--- src/rtl/div_result_fifo.sv ---
// Result buffer behind the 8-bit combinational divider.
// Entries {quotient, remainder, dbz} go through a DEPTH-entry FIFO with valid/ready on both sides.
module div_result_fifo #(
    parameter int DEPTH = 4,
    parameter int QW    = 8,
    parameter int RW    = 5
) (
    input  logic                     clk_i,
    input  logic                     rst_ni,
    input  logic                     in_valid_i,
    output logic                     in_ready_o,
    input  logic [QW-1:0]            quotient_i,
    input  logic [RW-1:0]            remainder_i,
    input  logic [3:0]               divisor_i,
    output logic                     out_valid_o,
    input  logic                     out_ready_i,
    output logic [QW-1:0]            quotient_o,
    output logic [RW-1:0]            remainder_o,
    output logic                     dbz_o,
    output logic [$clog2(DEPTH):0]   count_o,
    output logic [7:0]               dbz_cnt_o
);

    localparam int AW = $clog2(DEPTH);
    localparam int CW = AW + 1;

    logic [AW-1:0] wr_ptr_reg, wr_ptr_next;
    logic [AW-1:0] rd_ptr_reg, rd_ptr_next;
    logic [CW-1:0] count_reg, count_next;
    logic [7:0]    dbz_cnt_reg, dbz_cnt_next;

    logic [QW-1:0] q_mem   [DEPTH];
    logic [RW-1:0] r_mem   [DEPTH];
    logic          dbz_mem [DEPTH];

    logic          push;
    logic          pop;
    logic          in_dbz;
    logic [QW-1:0] wr_q;
    logic [RW-1:0] wr_r;

    // Flags come from the registered count only, so out_ready_i never reaches in_ready_o.
    assign in_ready_o  = (count_reg != CW'(DEPTH));
    assign out_valid_o = (count_reg != '0);
    assign push        = in_valid_i && in_ready_o;
    assign pop         = out_valid_o && out_ready_i;

    // A zero divisor leaves the divider outputs undefined; store all-ones sentinels instead.
    assign in_dbz = (divisor_i == 4'd0);
    assign wr_q   = in_dbz ? '1 : quotient_i;
    assign wr_r   = in_dbz ? '1 : remainder_i;

    always_comb begin
        wr_ptr_next  = wr_ptr_reg;
        rd_ptr_next  = rd_ptr_reg;
        count_next   = count_reg;
        dbz_cnt_next = dbz_cnt_reg;
        if (push) begin
            wr_ptr_next = wr_ptr_reg + AW'(1);
        end
        if (pop) begin
            rd_ptr_next = rd_ptr_reg + AW'(1);
        end
        case ({push, pop})
            2'b10:   count_next = count_reg + CW'(1);
            2'b01:   count_next = count_reg - CW'(1);
            default: count_next = count_reg;
        endcase
        if (push && in_dbz && (dbz_cnt_reg != 8'hFF)) begin
            dbz_cnt_next = dbz_cnt_reg + 8'd1;
        end
    end

    always_ff @(posedge clk_i) begin
        if (!rst_ni) begin
            wr_ptr_reg  <= '0;
            rd_ptr_reg  <= '0;
            count_reg   <= '0;
            dbz_cnt_reg <= '0;
        end else begin
            wr_ptr_reg  <= wr_ptr_next;
            rd_ptr_reg  <= rd_ptr_next;
            count_reg   <= count_next;
            dbz_cnt_reg <= dbz_cnt_next;
        end
    end

    // Storage has no reset; occupancy is tracked entirely by the pointers and count.
    always_ff @(posedge clk_i) begin
        if (rst_ni && push) begin
            q_mem[wr_ptr_reg]   <= wr_q;
            r_mem[wr_ptr_reg]   <= wr_r;
            dbz_mem[wr_ptr_reg] <= in_dbz;
        end
    end

    always_comb begin
        quotient_o  = '0;
        remainder_o = '0;
        dbz_o       = 1'b0;
        if (out_valid_o) begin
            quotient_o  = q_mem[rd_ptr_reg];
            remainder_o = r_mem[rd_ptr_reg];
            dbz_o       = dbz_mem[rd_ptr_reg];
        end
    end

    assign count_o   = count_reg;
    assign dbz_cnt_o = dbz_cnt_reg;

endmodule
--- config.mk ---
export PLATFORM = sky130hd
export DESIGN_NAME = div_result_fifo
export DESIGN_NICKNAME = d
export VERILOG_FILES = /design/src/rtl/div_result_fifo.sv
export SDC_FILE = /design/constraint.sdc
export NUM_CORES = 1
export LEC_CHECK = 0
export ABC_AREA = 1
export BUFFER_PORTS_ARGS = -buffer_cell sky130_fd_sc_hd__buf_2
export CAP_MARGIN = 5
export CORE_MARGIN = 4
export CORE_UTILIZATION = 50
export DETAILED_ROUTE_END_ITERATION = 8
export PLACE_DENSITY = 0.75
export SYNTH_ARGS = -nofsm -noshare
export SYNTH_HDL_FRONTEND = slang
export SYNTH_SLANG_ARGS = --single-unit
export TNS_END_PERCENT = 5
--- constraint.sdc ---
create_clock -name clk_i -period 2.59 [get_ports clk_i]
set_clock_uncertainty 0.15 [all_clocks]
set_input_delay 0.3885 -clock clk_i [delete_from_list [all_inputs] [get_ports clk_i]]
set_output_delay 0.3885 -clock clk_i [all_outputs]
set_load 0.01 [all_outputs]
== Yosys cells after proc, flatten, opt, wreduce, memory -nomap -nowiden ==
Memory sizes are Yosys's and may differ from the RTL's. A register that Yosys moved wholly into a read port is not among the register bits.
Index checks and enable logic that the tools add are counted.
Storage, ports and cells
  register bits after elaboration: 15
  latch bits: 0
  logic and storage cells: 38
  bits of input ports: 21
  bits in read-only memories: 0
  output and inout port bits: 27
  RAM bits: 56
  memories: 3
Cells by class
  bitwise gates (word level): 0
  div/mod/pow operators: 0
  shifts and indexed selects: 0
  equality and inequality tests: 4
  reduce and logical (&&, ||, !) cells: 8
  multipliers: 0
  $lt $le $gt $ge: 0
  add/subtract/negate cells: 5
  mux-type cells: 14
Memory list
  q_mem: words 4, bits a word 8, read ports 1, clocked after Yosys merged registers in 1, write ports 1, line 32  | logic [QW-1:0] q_mem [DEPTH];
  r_mem: words 4, bits a word 5, read ports 1, clocked after Yosys merged registers in 1, write ports 1, line 33  | logic [RW-1:0] r_mem [DEPTH];
  dbz_mem: words 4, bits a word 1, read ports 1, clocked after Yosys merged registers in 1, write ports 1, line 34  | logic dbz_mem [DEPTH];
Operators by type and width (count)
  8-bit two-way mux: 2
  2-bit two-way mux: 6
  5-bit two-way mux: 2
  8-bit by 1-bit adder with 8-bit output (second input constant): 1
  8-bit != test (second input constant): 1
  3-bit case mux with 2 select lines: 1
  1-bit logical AND: 5
  2-bit by 1-bit adder with 2-bit output (second input constant): 2
  4-bit logical NOT: 1
  3-bit by 1-bit adder with 3-bit output (second input constant): 1
  1-bit two-way mux: 3
  3-bit != test (second input constant): 1
  3-bit nonzero test: 1
  3-bit by 1-bit subtractor with 3-bit output (second input constant): 1
  2-bit by 1-bit equality test with 1-bit output (second input constant): 1
  2-bit equality test (second input constant): 1
  2-bit nonzero test: 1

== Longest topological paths before layout ==
Gate-level depths: netlist of run 1.
  word-level depth: 5
  gate-level depth with buffers: 12
  gate-level depth less buffers: 12

== Worst setup path before layout of run 1 ==
OpenSTA, ideal clock, no wires.
  path kind: reg2reg
  start: register count_reg[2], in the netlist count_o[2]
  end: register count_reg[2], in the netlist count_o[2]
  cell stages (with the launch flop): 12
  slack: 597 ps
  required time: 2327 ps
  arrival: 1730 ps
  cell sequence: dfxtp_1 inv_1 nand2_1 inv_2 nor2_4 ha_1 inv_1 fa_1 a21oi_1 o21ai_0 nor2_1 nor2_1
On the way
  longest elaborated chain between the ends: 4
Ends and longest elaborated chain
  start, declared: line 29  | logic [CW-1:0] count_reg, count_next;
  start signal, assigned: line 83  | count_reg <= count_next;
  3-bit nonzero test *: line 44  | assign out_valid_o = (count_reg != '0);
  net out_valid_o: line 15  | output logic out_valid_o,
  1-bit logical AND *: line 46  | assign pop = out_valid_o && out_ready_i;
  net pop: line 37  | logic pop;
  2-bit by 1-bit equality test with 1-bit output / 2-bit equality test (equally long branches): line 64  | case ({push, pop})
  3-bit case mux with 2 select lines / 2-bit nonzero test (equally long branches)
Mark *: on every way through the listed nets, which the timed path passes. The rest lies on a longest branch.
A chain may end at the register's enable or synchronous reset.

==> results of run 1 <==
==> cell usage after synthesis (all sizes together) <==
cell type  count
a21oi         27
buf            8
clkbuf         3
dfxtp         17
edfxtp        56
fa             1
ha             6
inv           29
nand2         28
nand3         12
nand4          1
nor2          81
nor3           1
o21ai         36
o21bai         1
or2           13
xor2           1
==> power by group through the flow <==
stage / Clock (mW) / Combinational (mW) / Sequential (mW)
finish: 0.699 / 0.877 / 1.41
global route: 0.776 / 0.997 / 1.42
CTS: 0.717 / 0.891 / 1.41
detailed placement: 0 / 0.888 / 1.43
global placement: 0 / 0.868 / 1.43
floorplan: 0 / 0.596 / 1.42
==> worst reg2reg max path, cell delays in order, from the launching register on <==
cell,delay (ns)
dfxtp_1,0.39
nor2_2,0.07
nand2_1,0.08
inv_2,0.15
nor2_4,0.17
ha_1,0.16
inv_1,0.06
fa_1,0.37
a21oi_1,0.14
o21ai_0,0.11
nand2_1,0.08
nand2_1,0.04
nor2_1,0.08
==> metal layers <==
layer / global-route usage (%) / part of all wire, %
met1: 20.4 / 43
met2: 30.2 / 51
met3: 4.84 / 5.4
met4: 8.10 / 1.1
met5: 0 / 0
==> path summary, 6_finish.rpt <==
kind | from | end | slack [ns] | cells after the start
min | quotient_i[2] | q_mem[3][2]$_DFFE_PP_ | 0.20 | 2
max reg2reg | count_o[1]$_SDFFE_PN0P_ | count_o[2]$_SDFFE_PN0P_ | 0.48 | 12
max | flip-flop | remainder_o[1] | 0.23 | 6
min reg2reg | rd_ptr_reg[0]$_SDFFE_PN0P_ | rd_ptr_reg[0]$_SDFFE_PN0P_ | 0.34 | 1
==> kinds of logic (layout without fill, tap and decap cells) <==
| logic type | Yosys count | after routing | share of synthesized area, % |
|---|---|---|---|
| simple gates | 136 | 136 | 18.6 |
| compound gates | 64 | 64 | 10.0 |
| buf+inv | 40 | 100 | 5.43 |
| flops | 73 | 73 | 62.7 |
| fa+ha+maj | 7 | 7 | 2.95 |
| xor+xnor | 1 | 1 | 0.272 |
==> final cells by class <==
type	instances	area [sq um]
fillers	516	2390
flip-flops and latches	73	2020
multi-input cells	208	1030
repair buffers	56	303
clock buffers	11	131
inverters	29	109
well taps	75	93.8
clock inverters	4	21.3
==> through the flow <==
stage	worst slack [ns]	area (sq um)
floorplan	0.597	3220
global route	0.0345	3710
detailed placement	0.488	3550
finish	0.230	3710
CTS	0.217	3710
global placement	0.531	3550
==> results.json, run 1 <==
{
  "outcome": "finished clean",
  "port_buffers": 47,
  "clock_path_buffers": 2,
  "total_power_mw": 2.99,
  "grt_pass1_vias": 2285,
  "crit_top_cell": "nor2_1",
  "mostFrequentLayoutCells": "nor2_1, edfxtp_1, buf_2",
  "tns_ns": 0,
  "largest_reg_flops": 32,
  "htreeDepth": 3,
  "drt-total-wl_um": 6130,
  "swShare_pct": 33.2,
  "wl_per_cell_um": 13.4,
  "cts_hold_buf": 0,
  "antenna_found_initial": 0,
  "cts.clk_slew.worst_paths_ns": 0.07,
  "postCtsSetupRepairBufs": 0,
  "synth_cell_types": 27,
  "drv_slew": 0,
  "comb_power_share_pct": 29.4,
  "cp_top_family": "flip-flops",
  "registers.top_by_ff_count": "q_mem",
  "p_leak_nw": 1.53,
  "area_growth_pct": 15.0,
  "p_int_mw": 1.99,
  "gp_congestion": 0.804,
  "fp.dieW_um": 88.3,
  "instances_no_fill": 456,
  "finalCritPeriodShare_pct": 91.1,
  "maxCapViolations": 0,
  "start_util_pct": 52.9,
  "cts.sinks": 73,
  "synth_area_leaders": "edfxtp_1, dfxtp_1, nor2_1, o21ai_0, a21oi_1",
  "drt_iter0_markers": 129,
  "nets": 405,
  "chipHeight_um": 88.3,
  "layout_commonest_cell": "nor2_1",
  "crit_required_ns": 2.05,
  "holdWs_ns": 0.204,
  "drc_errors": 0,
  "setup_viol": 0,
  "worstMarginPinSlew_ns": 0.572,
  "path_buf_inv": 2,
  "vdd_ir_drop_max_uv": 377,
  "cts_resized": 0,
  "rows": 28,
  "cp_cell_sequence": "buf_4, nor2_1, nor2_1, o21ai_0, a21oi_1, buf_2",
  "power_density_nw_per_um2": 806,
  "core_sq_um": 6100,
  "cp_data_arrival_time_ns": 1.82,
  "p_seq_share_pct": 47.2,
  "syn-cell-area_sq_um": 3220,
  "dieArea_sq_um": 7800,
  "maxSlewHeadroom_pct": 61.8,
  "cts_tree": "built",
  "diodes": 0,
  "ys_seq_area_share_pct": 62.7,
  "yosysWarnings": 0,
  "dp_hpwl_um": 4110,
  "cts_made_buffers": 9,
  "vias": 2286,
  "ant_nets": 0,
  "clock.fmax_mhz": 424,
  "grt.overflow.total": 0,
  "yosysTopAreaCell": "edfxtp_1",
  "critPathMaxFanout": 18,
  "syn_nets": 349,
  "final_util_pct": 60.8,
  "grt_use_total_pct": 17.6,
  "ys_seq_elements": 73,
  "viasPerCell": 5.01,
  "switching_power_uw": 991,
  "start_kind": "flip-flop",
  "firstDrtPassIters": 4,
  "grt_pass1_wl_um": 10200,
  "synth.avg_cell_area_sq_um": 10.0,
  "cp_slowest_stage_delay_ns": 0.58,
  "hold_viol": 0,
  "synthCells": 321,
  "rsz0062_at_grt": "no",
  "drive_above_1_share_pct": 23.9,
  "hold_class": "in -> reg",
  "root_buffer": "clkbuf_8",
  "path_class": "reg -> out",
  "synth_top_area_share_pct": 52.2,
  "p_clk_share_pct": 23.4,
  "io_pins": 48,
  "critPathSlowestCell": "dfxtp_1",
  "grt_max_degree": 29,
  "end_kind": "output port",
  "clk-insertion-delay-late_ns": 0.33,
  "min_period_ns": 2.36,
  "dp.cells": 441
}
(Power assumes the default switching activity.)
==> run 2, diff against run 1 <==
--- a/config.mk
+++ b/config.mk
@@ -7,5 +7,5 @@
 export LEC_CHECK = 0
 export ABC_AREA = 1
-export BUFFER_PORTS_ARGS = -buffer_cell sky130_fd_sc_hd__buf_2
+export BUFFER_PORTS_ARGS = -buffer_cell sky130_fd_sc_hd__clkbuf_2
 export CAP_MARGIN = 5
 export CORE_MARGIN = 4
==> constraint.sdc (replaced) <==
create_clock -name clk_i -period 2.7 [get_ports clk_i]
set_clock_uncertainty 0.15 [all_clocks]
set_input_delay 0.675 -clock clk_i [delete_from_list [all_inputs] [get_ports clk_i]]
set_output_delay 0.675 -clock clk_i [all_outputs]
set_load 0.01 [all_outputs]
==> run 2 against run 1 <==
Against the previous run:
- wire length rose by 0.56%
- non-clock buffer count unchanged
- combinational power fell by 1%
- sequential share of layout area down 0.33 points
- utilization is 0.37 points higher
- setup slack worse by 0.040 ns
- first-iteration DRC count is 5.4% lower
- design area is 0.61% higher
- sequential cell count stayed put
- clock power up 6.2%
- clock-buffer cell count grew 2
- die area unchanged
- largest power group unchanged
==> results.json, run 2 (synthesis results as in run 1) <==
{
  "viasPerCell": 5.05,
  "min_period_ns": 2.51,
  "dr.max_layer_used": "met4",
  "postPlaceCellArea_sq_um": 3550,
  "drv_slew": 0,
  "drt_iter0_markers": 122,
  "drc_errors": 0,
  "area_growth_pct": 15.7,
  "maxCapViolations": 0,
  "cp_data_arrival_time_ns": 1.68,
  "path_class": "reg -> out",
  "regArea_sq_um": 2020,
  "grt_pass1_vias": 2168,
  "fp.dieW_um": 88.3,
  "hold_viol": 0,
  "drive_above_1_share_pct": 24.1,
  "setup_viol": 0,
  "route.met2.wl_um": 3080,
  "htreeDepth": 3,
  "firstDrtPassIters": 4,
  "nets": 405,
  "postCtsSetupRepairBufs": 0,
  "cp_slowest_stage_delay_ns": 0.32,
  "dp_hpwl_um": 4000,
  "power_density_nw_per_um2": 791,
  "wl_per_cell_um": 13.5,
  "critPathMaxFanout": 28,
  "largest_reg_flops": 32,
  "grt.overflow.total": 0,
  "gp_congestion": 0.842,
  "rsz0062_at_grt": "no",
  "maxSlewHeadroom_pct": 65.8,
  "io_pins": 48,
  "tns_ns": 0,
  "cts_made_buffers": 9,
  "rows": 28,
  "dp_worst_setup_slack_ns": 0.488,
  "drt-total-wl_um": 6160,
  "p_leak_nw": 1.54,
  "cts_tree": "built",
  "holdWs_ns": 0.361,
  "stdcell_area_sq_um": 3730,
  "start_kind": "flip-flop",
  "worstMarginPinSlew_ns": 0.512,
  "layout_commonest_cell": "nor2_1",
  "grt_use_total_pct": 17.5,
  "timing.final.ws_setup_ns": 0.190,
  "mostFrequentLayoutCells": "nor2_1, edfxtp_1, clkbuf_2",
  "total_power_mw": 2.95,
  "antenna_found_initial": 0,
  "grt_pass1_wl_um": 10100,
  "core_sq_um": 6100,
  "multi_input_area_sq_um": 1030,
  "diodes": 0,
  "start_util_pct": 52.9,
  "end_kind": "output port",
  "registers.top_by_ff_count": "q_mem",
  "hold_class": "reg -> reg",
  "outcome": "finished clean",
  "vias": 2308,
  "wl_met1_um": 2550,
  "clk-insertion-delay-late_ns": 0.34,
  "cts_resized": 0,
  "nFillCells": 499,
  "wl_met3_um": 441,
  "chipHeight_um": 88.3,
  "dieArea_sq_um": 7800,
  "cts.sinks": 73,
  "cts.clk_slew.worst_paths_ns": 0.07,
  "port_buffers": 47,
  "grt_max_degree": 29,
  "clock.fmax_mhz": 398,
  "finalCritPeriodShare_pct": 93.0,
  "ant_nets": 0,
  "cts_hold_buf": 0,
  "cp_cell_sequence": "buf_4, inv_2, o21ai_0, a21oi_1, clkbuf_2",
  "root_buffer": "clkbuf_8",
  "clock_path_buffers": 2,
  "vdd_ir_drop_max_uv": 434,
  "critPathSlowestCell": "dfxtp_1",
  "crit_required_ns": 1.88
}
==> run 2: final timing paths <==
check | to | slack, ns | start | cells after the start
max | quotient_o[4] | 0.19 | flip-flop | 5
min | rd_ptr_reg[0]$_SDFFE_PN0P_ | 0.36 | rd_ptr_reg[0]$_SDFFE_PN0P_ | 1
max reg2reg | count_o[2]$_SDFFE_PN0P_ | 0.55 | count_o[1]$_SDFFE_PN0P_ | 12
min reg2reg | rd_ptr_reg[0]$_SDFFE_PN0P_ | 0.36 | rd_ptr_reg[0]$_SDFFE_PN0P_ | 1
==> run 2: final cells by class <==
class / instances / share of cell area, %
Sequential cell: 73 / 54.2
Tap cell: 75 / 2.52
Clock buffer: 13 / 4.30
Timing Repair Buffer: 56 / 8.12
Inverter: 29 / 2.92
Multi-Input combinational cell: 208 / 27.5
Clock inverter: 3 / 0.403
==> run 2: layer usage <==
| layer | track usage (%) | vias up |
|---|---|---|
| li1 | - | 1181 |
| met1 | 21.1 | 1052 |
| met2 | 29.0 | 66 |
| met3 | 6.80 | 9 |
| met4 | 5.36 | 0 |
| met5 | 0 | - |
==> run 2: worst max-delay path: cells and delay by family (launching register included) <==
| kind | cells | cell delay [ns] |
|---|---|---|
| buffers and inverters | 3 | 0.64 |
| flip-flops | 1 | 0.32 |
| AO/OA/AOI/OAI | 2 | 0.38 |
==> run 2: through the flow <==
| step | util, % | cells |
|---|---|---|
| 2_1_floorplan | - | 321 |
| 3_3_place_gp | 58.3 | 441 |
| 3_5_place_dp | 58.3 | 441 |
| 4_1_cts | 61.2 | 457 |
| 5_1_grt | 61.2 | 457 |
| 6_report | 61.2 | 457 |
==> run 2: power by group <==
part / internal (mW) / total, mW / switching (mW)
Sequential: 1.30 / 1.34 / 0.0448
Clock: 0.385 / 0.742 / 0.356
Combinational: 0.297 / 0.867 / 0.570
Total: 1.98 / 2.95 / 0.971
